### src/rtl/iter_mdu.sv
// ---------------------------------------------------------------------------
// iter_mdu
// Iterative multiply/divide unit with HI/LO result registers.
// Each arithmetic op takes W radix-2 steps plus one fixup cycle. The fixup
// cycle applies sign correction or the accumulate, then commits HI/LO.
//
// Ports:
//    clk     : clock, all state updates on the rising edge
//    reset   : synchronous, active-high reset
//    start   : launch the arithmetic op presented on op
//    we      : write strobe for mthi/mtlo (op 3/4), taken only when idle
//    cancel  : abort the in-flight op; suppresses a start while idle
//    op      : 1 mult, 2 div, 3 mthi, 4 mtlo, 5 multu, 6 divu,
//              7 madd, 8 maddu, 9 msub, 10 msubu
//    a, b    : operands (a also carries mthi/mtlo data)
//    busy    : op in flight
//    done    : one-cycle pulse after HI/LO have been committed
//    hi, lo  : committed HI/LO registers
// ---------------------------------------------------------------------------
module iter_mdu #(
   parameter int W       = 32,
   parameter bit EN_MACC = 1'b1
) (
   input  logic         clk,
   input  logic         reset,
   input  logic         start,
   input  logic         we,
   input  logic         cancel,
   input  logic [3:0]   op,
   input  logic [W-1:0] a,
   input  logic [W-1:0] b,
   output logic         busy,
   output logic         done,
   output logic [W-1:0] hi,
   output logic [W-1:0] lo
);

   localparam int CW = $clog2(W + 2);

   localparam logic [3:0] OP_MULT  = 4'd1;
   localparam logic [3:0] OP_DIV   = 4'd2;
   localparam logic [3:0] OP_MTHI  = 4'd3;
   localparam logic [3:0] OP_MTLO  = 4'd4;
   localparam logic [3:0] OP_MULTU = 4'd5;
   localparam logic [3:0] OP_DIVU  = 4'd6;
   localparam logic [3:0] OP_MADD  = 4'd7;
   localparam logic [3:0] OP_MADDU = 4'd8;
   localparam logic [3:0] OP_MSUB  = 4'd9;
   localparam logic [3:0] OP_MSUBU = 4'd10;

   typedef enum logic {
      IDLE,
      RUN
   } state_t;

   state_t         r_state;
   state_t         w_nextState;

   logic [CW-1:0]  r_count;
   logic [3:0]     r_op;
   logic [2*W-1:0] r_work;
   logic [W-1:0]   r_opB;
   logic           r_negRes;
   logic           r_negRem;
   logic [W-1:0]   r_hi;
   logic [W-1:0]   r_lo;
   logic           r_done;

   logic           w_isMul;
   logic           w_isDiv;
   logic           w_isSigned;
   logic           w_aNeg;
   logic           w_bNeg;
   logic [W-1:0]   w_aMag;
   logic [W-1:0]   w_bMag;
   logic           w_divZero;
   logic           w_accept;
   logic           w_launch;
   logic           w_lastStep;
   logic           w_commit;
   logic           w_wrHi;
   logic           w_wrLo;
   logic           w_runIsDiv;

   logic [W:0]     w_mulSum;
   logic [2*W-1:0] w_mulStep;
   logic [W:0]     w_remSh;
   logic           w_remGe;
   logic [W-1:0]   w_diff;
   logic [2*W-1:0] w_divStep;
   logic [2*W-1:0] w_prod;
   logic [W-1:0]   w_quo;
   logic [W-1:0]   w_rem;
   logic [2*W-1:0] w_result;

   // Decode the incoming request and work out which of the idle-state
   // actions (launch, mthi/mtlo write) this cycle carries. A start always
   // swallows a simultaneous we, even if the start itself is ignored.
   // A legal divide by zero is accepted but never enters RUN.
   always_comb begin
      w_isMul    = 1'b0;
      w_isDiv    = 1'b0;
      w_isSigned = 1'b0;
      case (op)
         OP_MULT:  begin w_isMul = 1'b1; w_isSigned = 1'b1; end
         OP_MULTU: w_isMul = 1'b1;
         OP_DIV:   begin w_isDiv = 1'b1; w_isSigned = 1'b1; end
         OP_DIVU:  w_isDiv = 1'b1;
         OP_MADD,
         OP_MSUB:  begin w_isMul = EN_MACC; w_isSigned = EN_MACC; end
         OP_MADDU,
         OP_MSUBU: w_isMul = EN_MACC;
         default:  ;
      endcase
      w_aNeg     = w_isSigned & a[W-1];
      w_bNeg     = w_isSigned & b[W-1];
      w_aMag     = w_aNeg ? (~a + 1'b1) : a;
      w_bMag     = w_bNeg ? (~b + 1'b1) : b;
      w_divZero  = w_isDiv && (b == '0);
      w_accept   = (r_state == IDLE) && start && !cancel && (w_isMul || w_isDiv);
      w_launch   = w_accept && !w_divZero;
      w_lastStep = (r_count == CW'(W));
      w_commit   = (r_state == RUN) && w_lastStep && !cancel;
      w_wrHi     = (r_state == IDLE) && we && !start && (op == OP_MTHI);
      w_wrLo     = (r_state == IDLE) && we && !start && (op == OP_MTLO);
      w_runIsDiv = (r_op == OP_DIV) || (r_op == OP_DIVU);
   end

   // Next-state logic: RUN lasts W step cycles plus the fixup cycle, and a
   // cancel drops straight back to IDLE, beating the commit if coincident.
   always_comb begin
      w_nextState = r_state;
      case (r_state)
         IDLE: if (w_launch) w_nextState = RUN;
         RUN:  if (cancel || w_lastStep) w_nextState = IDLE;
         default: w_nextState = IDLE;
      endcase
   end

   always_ff @(posedge clk) begin
      if (reset) r_state <= IDLE;
      else       r_state <= w_nextState;
   end

   // One radix-2 step of each algorithm on r_work = {upper, lower}.
   // Multiply: lower holds the multiplier and is consumed LSB first while
   // partial sums shift in from the top. Divide: upper is the partial
   // remainder, lower starts as the dividend and fills with quotient bits.
   // The remainder is always below the divisor, so only W bits of the
   // difference are ever needed.
   always_comb begin
      w_mulSum  = {1'b0, r_work[2*W-1:W]} + (r_work[0] ? {1'b0, r_opB} : '0);
      w_mulStep = {w_mulSum, r_work[W-1:1]};
      w_remSh   = r_work[2*W-1:W-1];
      w_remGe   = (w_remSh >= {1'b0, r_opB});
      w_diff    = w_remSh[W-1:0] - r_opB;
      w_divStep = w_remGe ? {w_diff, r_work[W-2:0], 1'b1}
                          : {w_remSh[W-1:0], r_work[W-2:0], 1'b0};
   end

   // Fixup: restore signs on the magnitude results, then either take the
   // result as-is or fold it into the current HI/LO for the accumulate ops.
   always_comb begin
      w_prod = r_negRes ? (~r_work + 1'b1) : r_work;
      w_quo  = r_negRes ? (~r_work[W-1:0] + 1'b1) : r_work[W-1:0];
      w_rem  = r_negRem ? (~r_work[2*W-1:W] + 1'b1) : r_work[2*W-1:W];
      case (r_op)
         OP_DIV,
         OP_DIVU:  w_result = {w_rem, w_quo};
         OP_MADD,
         OP_MADDU: w_result = {r_hi, r_lo} + w_prod;
         OP_MSUB,
         OP_MSUBU: w_result = {r_hi, r_lo} - w_prod;
         default:  w_result = w_prod;
      endcase
   end

   // Datapath registers. Working state is kept apart from HI/LO so the
   // architectural registers only change on commit or an idle mthi/mtlo.
   always_ff @(posedge clk) begin
      if (reset) begin
         r_count  <= '0;
         r_op     <= '0;
         r_work   <= '0;
         r_opB    <= '0;
         r_negRes <= 1'b0;
         r_negRem <= 1'b0;
         r_hi     <= '0;
         r_lo     <= '0;
         r_done   <= 1'b0;
      end else begin
         r_done <= w_commit;
         if (w_launch) begin
            r_work   <= {{W{1'b0}}, w_aMag};
            r_opB    <= w_bMag;
            r_op     <= op;
            r_negRes <= w_aNeg ^ w_bNeg;
            r_negRem <= w_aNeg;
            r_count  <= '0;
         end else if (r_state == RUN) begin
            if (cancel || w_lastStep) begin
               r_count <= '0;
            end else begin
               r_count <= r_count + CW'(1);
               r_work  <= w_runIsDiv ? w_divStep : w_mulStep;
            end
         end
         if (w_commit) begin
            r_hi <= w_result[2*W-1:W];
            r_lo <= w_result[W-1:0];
         end else if (w_wrHi) begin
            r_hi <= a;
         end else if (w_wrLo) begin
            r_lo <= a;
         end
      end
   end

   assign busy = (r_state == RUN);
   assign done = r_done;
   assign hi   = r_hi;
   assign lo   = r_lo;

endmodule

### config.mk
export PLATFORM = sky130hd
export DESIGN_NAME = iter_mdu
export DESIGN_NICKNAME = d
export VERILOG_FILES = /design/src/rtl/iter_mdu.sv
export SDC_FILE = /design/constraint.sdc
export NUM_CORES = 1
export LEC_CHECK = 0
export ABC_AREA = 0
export BUFFER_PORTS_ARGS = -buffer_cell sky130_fd_sc_hd__buf_4
export CAP_MARGIN = 20
export CORE_MARGIN = 5
export CORE_UTILIZATION = 25
export CTS_BUF_LIST = sky130_fd_sc_hd__clkbuf_16
export DETAILED_ROUTE_END_ITERATION = 8
export GPL_ROUTABILITY_DRIVEN = 0
export SYNTH_ARGS = -nofsm -noshare
export SYNTH_HDL_FRONTEND = slang
export SYNTH_SLANG_ARGS = --single-unit
### constraint.sdc
create_clock -name clk -period 10.8 [get_ports clk]
set_input_delay 0.54 -clock clk [delete_from_list [all_inputs] [get_ports clk]]
set_output_delay 0.54 -clock clk [all_outputs]
set_load 0.1 [all_outputs]
==> run summary <==
Result of the run: complete, no violations
WP data arrival: 8110 ps
Total clock sinks: 174
Worst-path clk slew: 70 ps
Gr usage total: 0.1742
Wire length of the first global-routing pass: 120200 µm
Kind of start point of the critical path: flip-flop
HP Class: input port to flip-flop
Core area: 80810 µm²
Worst-Skew Late Latency: 510 ps
Post-CTS Setup Inserts: 0
GR peak layer: met2
CP Data Required Time: 11180 ps
EDFF count, synth: 0
Crit share post-route: 0.7160
Pwr dens: 102.1 nW/µm²
Post-synthesis sequential area ratio: 0.1705
RSZ-0062 raised after global routing: false
PostCTS Resize Cnt: 0
GR Util met1: 0.2436
Final Power: 2.341 mW
Max-Cap Viols: 0
Final TNS setup: 0 ps
Number of remaining DRC errors: 0
Proportion of power drawn by combinational gates: 0.378
Post-synthesis cell type count: 88
CTS Root Buffer Type: clkbuf_16
Rows: 104
Minimum clock period: 7733 ps
Worst slew pin tran: 1127 ps
Post-Synth Simple-Gate Area: 0.2092
Area grow syn2layout: 12.18%
Total wire length: 79140 µm
Max-slew headroom: 0.2391
Vias in the first global route: 19950
Total number of vias: 21780
Adder-cell share of the synthesized area: 0.08499
DP HPWL: 59930 µm
Clk buf depth: 2
Setup WS pre-CTS: 3331 ps
# port buffers: 138
CTS Buf Count: 17
Avg Cell Area, Syn: 7.115 µm²
Largest net degree at the start of global routing: 77
Dominant synthesized flop cell: dfxtp_1
Die area: 87560 µm²
Synth Cell Area: 20430 µm²
Skew final: 12.67 ps
Die height: 295.9 µm
Int Pwr: 1.429 mW
TritonCTS clock tree: done
Final WS setup: 3067 ps
Number of hold violations in the final report: 0
Post-synthesis compound-gate area fraction: 0.3210
Mapped Nets: 3082
Fin nets: 3056
CP Class: flip-flop to flip-flop
Max IR drop VDD: 0.0001453 V
Drt initial violations: 2417
Largest family of logic cells by synthesized area: compound AO/OA/AOI/OAI gates
Starting Density: 0.2529
Routed vias/inst: 5.557
WL/cell: 20.19 µm
Fraction of registers with async set/reset: 0
CTS H-tree depth: 4
Grt ovf: 0
Drt first pass iters: 5
Mux cell area share after synthesis: 0.02425
Critical Path Sink Type: flip-flop
Seq cells post-synth: 174
Max Freq: 0.1293 GHz
ANT nets after route: 0
Synth Area in XOR/XNOR: 0.1344
Ports: 139
Grt met2 use: 0.2650
Reg power frac: 0.302
CTS Hold Bufs: 0
NetSw: 0.9122 mW
Max Fanout on Critical Path: 68
Layout cells sized above 1: 0.08992
Slew Limit Fails: 0
Endpoints failing setup: 0
Initial antenna violation count: 0
Post-Syn Instances: 2872
Sw frac: 0.3897
P_leak: 9.040 nW
YS warnings: 0
Met3 usage: 0.03902
Die span in x: 295.9 µm
Clock network power share: 0.320
## flip-flops by register name (all words and copies together) (netlist names)
| register | cells |
|---|---|
| r_count | 6 |
| r_op | 4 |
| r_opB | 32 |
| busy | 1 |
| r_work | 64 |
| lo | 32 |
| r_negRem | 1 |
| done | 1 |
| hi | 32 |
| r_negRes | 1 |
## power groups by stage
stage	clock network (mW)	registers (mW)	logic, mW
global placement	0	0.719	0.863
finish	0.748	0.706	0.886
global route	0.787	0.709	0.968
CTS	0.766	0.704	0.869
floorplan	0	0.703	0.649
detailed placement	0	0.719	0.864
## metal layers
layer  wire length [µm]  vias up
met5                  0        -
met4               2427        0
met3               6794      132
met2              33920      918
met1              35990    10240
li1                   -    10490
## Yosys cell counts, drive strengths merged (5+ instances only)
cell,instances,area (µm²)
nor2,254,953.4
a311oi,27,236.5
a31o,7,61.31
a311o,5,50.05
nor4,23,195.2
o22ai,25,156.4
nand2b,24,150.1
nand3b,5,37.54
o311ai,8,70.07
and3,26,167.7
mux2i,45,450.4
and2,19,118.9
o21ai,197,985.9
o211ai,24,180.2
ha,134,1677
a211oi,146,1096
a2111oi,5,43.79
clkbuf,175,658.1
xnor2,139,1225
inv,88,330.3
or2,13,83.83
dfxtp,174,3483
a221oi,8,70.07
nor2b,17,106.4
o21bai,24,180.2
o31a,14,122.6
or4,25,195.2
xor2,172,1521
buf,32,143.9
nand4,29,187.7
o21a,19,142.6
a31oi,55,359.1
a21oi,264,1321
a41oi,11,96.34
o221ai,12,105.1
nand3,60,305.3
nor3,63,320.3
o31ai,38,300.3
nand2,296,1114
or3,28,175.2
o41ai,22,245.2
a21o,65,488.0
## path summary, 6_finish.rpt
| kind | start | endpoint | slack, ps | cells after the start |
|---|---|---|---|---|
| max | r_negRes | hi[30] | 3070 | 22 |
| min reg2reg | r_opB[17] | r_opB[17] | 450 | 2 |
| max reg2reg | r_negRes | hi[30] | 3070 | 22 |
| min | b[1] | r_opB[1] | 340 | 3 |
## worst max-delay path, stage by stage, from the launching register on
cell and delay [ps]:
dfxtp_2 310, buf_4 580, clkinv_1 730, a21oi_1 400, xor2_1 180, nor4_1 830
nand3_1 290, nor3_1 640, and2_1 290, nor2b_1 260, a41oi_1 180, xor2_1 190
ha_1 440, nand2_1 90, nor3_1 310, nand3_1 100, or2_2 280, o211ai_1 370
o21ai_0 270, o31a_1 370, o21ai_0 220, xnor2_1 140, o21ai_0 100
## cells by family after synthesis
family / Yosys count
AO/OA/AOI/OAI: 1003
flip-flops: 174
XOR/XNOR: 311
AND/OR/NAND/NOR: 901
buffers and inverters: 297
adder cells (fa/ha/maj): 137
multiplexers: 49
## layout make-up
type	count	area (µm²)
antenna	1	2.502
fill	8829	57880
tap	1060	1326
timing repair buffer	162	1216
clock inverter	14	246.5
multi-input combinational	2401	15880
clock buffer	17	425.4
sequential	174	3485
inverter	90	337.8
## cells in the final DEF, fill, tap and decap left out, types with 8 or more instances in the layout
cell type  Yosys  routed
a21o_1        65      65
nand4_1       28      28
or2_2         12      12
buf_4          1     162
nor4_1        19      19
and3_1        25      25
mux2i_1       45      45
a31oi_1       54      54
a221oi_1       8       8
o41ai_1       18      18
nor3_1        62      61
dfxtp_1      174     173
xnor2_1      138     138
nand2b_1      24      23
nor2b_1       17      17
nand3_1       59      59
or4_1         23      23
and2_1        18      18
inv_1         88      88
nor2_1       254     250
o21ai_0      193     192
xor2_1       170     170
clkbuf_16      0      17
a41oi_1       11      11
or3_1         28      28
o22ai_1       25      25
o211ai_1      24      24
o31a_1        14      14
o21bai_1      24      24
a211oi_1     146     145
o31ai_1       35      35
o221ai_1      12      12
a311oi_1      27      27
a21oi_1      264     264
ha_1         134     134
nand2_1      295     292
o311ai_0       8       8
o21a_1        19      19
## per-stage QoR
stage / hold WS (ps) / std cells / cell area (µm²) / util
finish: 336.7 / 3919 / 22920 / 0.2837
global route: 338.1 / 3918 / 22920 / 0.2836
CTS: 306.0 / 3918 / 22920 / 0.2836
detailed placement: 447.9 / 3887 / 22250 / 0.2753
global placement: 441.2 / 3887 / 22250 / 0.2753
floorplan: 431.9 / 2872 / 20430 / -
(Power assumes the default switching activity.)
